===== src/rtl/stopwatch_clkdiv.sv =====
// Stopwatch prescaler: turns the 16 MHz system clock into a one-cycle 1 ms enable strobe.
// The strobe is a clock enable for the ms/s/min counters and is never used as a clock.
module stopwatch_clkdiv #(
  parameter  int DIV   = 16000,
  localparam int CNT_W = $clog2(DIV)
) (
  input  logic I_CLK,
  input  logic I_RSTN,
  input  logic I_START_EN,
  input  logic I_CLEAR_EN,
  output logic O_EN_1MS
);

  localparam logic [CNT_W-1:0] CNT_LAST = CNT_W'(DIV - 1);

  logic [CNT_W-1:0] cnt_q, cnt_d;
  logic             en_q,  en_d;

  // Clear beats start; a paused counter keeps its phase so elapsed time survives pauses.
  always_comb begin
    cnt_d = cnt_q;
    en_d  = 1'b0;
    if (I_CLEAR_EN) begin
      cnt_d = '0;
    end else if (I_START_EN) begin
      if (cnt_q == CNT_LAST) begin
        cnt_d = '0;
        en_d  = 1'b1;
      end else begin
        cnt_d = cnt_q + CNT_W'(1);
      end
    end
  end

  always_ff @(posedge I_CLK or negedge I_RSTN) begin
    if (!I_RSTN) begin
      cnt_q <= '0;
      en_q  <= 1'b0;
    end else begin
      cnt_q <= cnt_d;
      en_q  <= en_d;
    end
  end

  assign O_EN_1MS = en_q;

endmodule


===== config.mk =====
export PLATFORM = sky130hd
export DESIGN_NAME = stopwatch_clkdiv
export DESIGN_NICKNAME = d
export VERILOG_FILES = /design/src/rtl/stopwatch_clkdiv.sv
export SDC_FILE = /design/constraint.sdc
export NUM_CORES = 1
export LEC_CHECK = 0
export ABC_CLOCK_PERIOD_IN_PS = 1700
export CAP_MARGIN = 30
export CORE_MARGIN = 8
export CORE_UTILIZATION = 51
export CTS_BUF_LIST = sky130_fd_sc_hd__clkbuf_4
export CTS_CLUSTER_DIAMETER = 40
export DETAILED_ROUTE_END_ITERATION = 8
export DONT_BUFFER_PORTS = 1
export MAX_ROUTING_LAYER = met4
export PLACE_DENSITY = 0.74
export SLEW_MARGIN = 30
export SYNTH_ARGS = -nofsm -noshare
export SYNTH_HDL_FRONTEND = slang
export SYNTH_SLANG_ARGS = --single-unit

===== constraint.sdc =====
create_clock -name I_CLK -period 1.7 [get_ports I_CLK]
set_input_delay 0.34 -clock I_CLK [delete_from_list [all_inputs] [get_ports I_CLK]]
set_output_delay 0.34 -clock I_CLK [all_outputs]
set_load 0.005 [all_outputs]

# [After elaboration in Yosys (flattened, before gate mapping)]
# Cells that the tools add are included.
[word_totals] in_bits=4 out_inout_bits=1 regBits=15
[op_classes] n_mux=6 reduce_logical=1 eq_ne=1 addsub=1
[op_table] operator="2-to-1 mux 14 bit" count=3
[op_table] operator="adder 14 x 1 -> 14 bit, second input constant" count=1
[op_table] operator="equality test 14 bit, second input constant" count=1
[op_table] operator="2-to-1 mux 1 bit" count=3
[op_table] operator="nonzero test 2 bit" count=1

# [Longest topological paths before layout]
[logic_depth] word_depth=4 mapped_depth=6 ltp_nobuf=5

# [Worst setup path before layout]
# Ideal clock, no wire load.
[synth_timing] path_type="reg-to-reg" from="reg cnt_q[0]" to="reg cnt_q[10]" n_path_buf=1 stages_incl_launch_ff=7 arrival_time_ns=1.490 setup_time_ns=0.126 path_slack_ns=0.084 path_cell_list="dfrtp_1 -> ha_1 -> nand4b_1 -> or4_1 -> buf_2 -> o21bai_4 -> nor2_1"
[synth_between] elab_chain_cells=4 elab_cells_between_ends=5 classes_between="add/sub: 1; eq/ne: 1; mux: 3"
[synth_rtl] item="from (decl)" line_no="16" source="logic [CNT_W-1:0] cnt_q, cnt_d;"
[synth_rtl] item="from (signal assigned)" line_no="40" source="cnt_q <= cnt_d;"
[synth_rtl] item="adder 14 x 1 -> 14 bit / equality test 14 bit (equally long branches)" line_no="30, 26"
[synth_rtl] item="2-to-1 mux 14 bit (*)" line_no="26" source="if (cnt_q == CNT_LAST) begin"
[synth_rtl] item="2-to-1 mux 14 bit (*)" line_no="25" source="end else if (I_START_EN) begin"
[synth_rtl] item="2-to-1 mux 14 bit (*)" line_no="23" source="if (I_CLEAR_EN) begin"
# Mark *: on every way between the ends. The rest lies on a longest branch, timed or not. The select of a mux whose other input is x is not followed.
# A chain may end at the register's enable or synchronous reset.

# [Worst setup path in the final report]
[layout_timing] from="reg cnt_q[4]" to="reg cnt_q[4]"
# Same word-level chain as after synthesis.

==> flow_metrics.tcl <==
set metrics [dict create \
    status "completed" \
    nFillCells 115 \
    slew_violations 0 \
    portBuffers 0 \
    num_antenna_cells 0 \
    gr-total-overflow 0 \
    setup_ws_ns 0.1157 \
    initial_core_util 0.5264 \
    cellLeakagePower_nw 0.3688 \
    drtIter0Drc 28 \
    wire_per_inst_um 16.22 \
    fmax_mhz 631.2 \
    endpoint_kind "flip-flop" \
    drt_first_pass_iters 4 \
    reg2reg_slack_ns 0.12 \
    grtUsageTotal 0.1302 \
    grt_pass1_wl_um 2877 \
    yosysSeqAreaShare 0.4847 \
    grt_pass1_vias 633 \
    ys_async_sr_fraction 1.000 \
    p_comb_frac 0.065 \
    cts.sinks 15 \
    synth.distinct_cells 26 \
    p_int_mw 0.4839 \
    synthCells 78 \
    synth_commonest_cells "dfrtp_1, nor2_1, nand2_1" \
    rsz0062_at_grt "false" \
    arrival_ns 1.74 \
    syn_avg_cell_area_um2 9.929 \
    synthFlopType "dfrtp_1" \
    grt_max_degree 16 \
    synth_edf_count 0 \
    p_per_area_nw_per_um2 696.6 \
    cts_tree "built" \
    grt_antenna_before_repair 0 \
    clkPwrFrac 0.349 \
    yosysTopAreaCell "dfrtp_1" \
    cts_root_buffer "clkbuf_4" \
    num-nets-final 94 \
    worstRegToRegCells 4 \
    setup.worst_path.class "reg2reg" \
    netlist_area_um2 774.5 \
    coreArea_um2 1471 \
    synth_fp_nets 83 \
    cts.reportedPaths.clkPinSlew_ns 0.09 \
    fin_skew_ns 0.006732 \
    hold_viol_final 0 \
    period_needed_ns 1.584 \
    pre_cts_ws_ns 0.04081 \
    ys_seq_elements 15 \
    vias 631 \
    fin_crit_sh 0.9319 \
    cts_made_buffers 3 \
    finalWeightedCongestion 0.8074 \
    htreeDepth 1 \
    maxCapViolations 0 \
    die_x_um 54.97 \
    finalSetupTns_ns 0 \
    drc 0 \
    power_switching_mw 0.1358 \
    slew_headroom 0.5384 \
    synth_top_area_share 0.4847 \
    post_cts_buffers 0 \
    vdd_drop_max_mv 0.3468 \
    final_layout_size_suffix_gt1_frac 0.1705 \
    die_h_um 54.97 \
    cp.required_ns 1.86 \
    utilization 0.6046 \
    ant_nets 0 \
    wirelength_um 1687 \
    avgViaCountPerCell 6.067 \
    dp_hpwl_um 1145 \
    switching_share 0.2192 \
    crit_fanout 6 \
    worst_pin_slew_ns 0.6901 \
    area_delta_synth_final_pct 14.86 \
    synth_top_cells_by_area "dfrtp_1, xnor2_1, nor2_1, nand2_1, o2111ai_1" \
    io_pins 5 \
    hold_depth 1 \
    finalPower_mw 0.6197 \
    ys_warn_count 0 \
    insertion_delay_ns 0.28 \
    hold_class "in2reg" \
    setup_viol 0 \
    seq_power_share 0.586 \
    synth_most_common_cell "dfrtp_1" \
    dieArea_um2 3022 \
    num_rows 14 \
    clock_path_buffers 2 \
    worst_setup_path_start_kind "flip-flop" \
]
path summary, 6_finish.rpt:
check | start | to
worst max register to register | cnt_q[4] | cnt_q[4]
worst min-delay path | I_CLEAR_EN | cnt_q[2]
worst max-delay path | cnt_q[4] | cnt_q[4]
worst min register to register | cnt_q[13] | cnt_q[13]
max in group asynchronous | I_RSTN | cnt_q[12]
min in group asynchronous | I_RSTN | cnt_q[0]
metal layers:
metal | vias up | global-route usage | wire length (µm)
met5 | - | - | 0
met4 | 0 | 0.02400 | 14
met3 | 4 | 0.03743 | 95
met2 | 15 | 0.2283 | 841
met1 | 313 | 0.1449 | 736
li1 | 299 | - | -
through the flow:
stage	cells	area (µm²)	hold WS [ns]
after detailed placement	98	834.6	0.04488
after global routing	104	889.6	0.09823
after floorplan	78	774.5	0.04441
final	104	889.6	0.1115
after CTS	103	874.6	0.1069
after global placement	98	834.6	0.04483
final cells by class:
class | instances | area (µm²) | share of cell area
multi-input combinational | 59 | 394.1 | 0.4430
sequential | 15 | 375.4 | 0.4219
timing repair buffer | 8 | 62.56 | 0.07032
clock buffer | 4 | 30.03 | 0.03376
tap | 16 | 20.02 | 0.02250
inverter | 2 | 7.507 | 0.008439
critical path, cell delays in order (launching register included):
cell and delay, ns:
dfrtp_1 0.44, nand4_4 0.12, or4_4 0.59, o21bai_2 0.25
nor2_1 0.08
power groups by stage:
stage               logic, mW  clock network, mW  registers, mW
global route           0.0451              0.234          0.364
global placement       0.0286                  0          0.370
floorplan              0.0194                  0          0.371
finish                 0.0404              0.216          0.363
CTS                    0.0381              0.223          0.363
detailed placement     0.0293                  0          0.370
logic make-up after synthesis:
| logic type | count (synthesis) | synth area share |
|---|---|---|
| XOR/XNOR | 10 | 0.1131 |
| adder cells (fa/ha/maj) | 1 | 0.01615 |
| buffers and inverters | 5 | 0.02585 |
| AND/OR/NAND/NOR | 37 | 0.2520 |
| AO/OA/AOI/OAI | 10 | 0.1083 |
| flip-flops | 15 | 0.4847 |
layout by cell type (no fill, tap or decap), types with 2 or more instances in the layout:
cell,netlist,final
nand2_1,8,8
o21ai_0,2,2
clkbuf_4,0,4
nand4_1,2,2
nor4_1,2,2
dfrtp_1,15,15
o2111ai_1,3,3
xnor2_1,7,7
buf_4,0,7
nor3_1,3,3
nor2_1,14,14
xor2_1,3,3
inv_1,2,2
repair_timing:
action	in CTS	in global routing
gates resized for setup	0	1
endpoints found under the hold margin	15	0
hold buffers	1	0
endpoints found under the setup margin	0	9
registers in the layout, indices dropped and copies added, names as in the netlist:
register and count:
O_EN_1MS 1, cnt_q 14
Note: power is estimated with default switching activity, not from simulation.
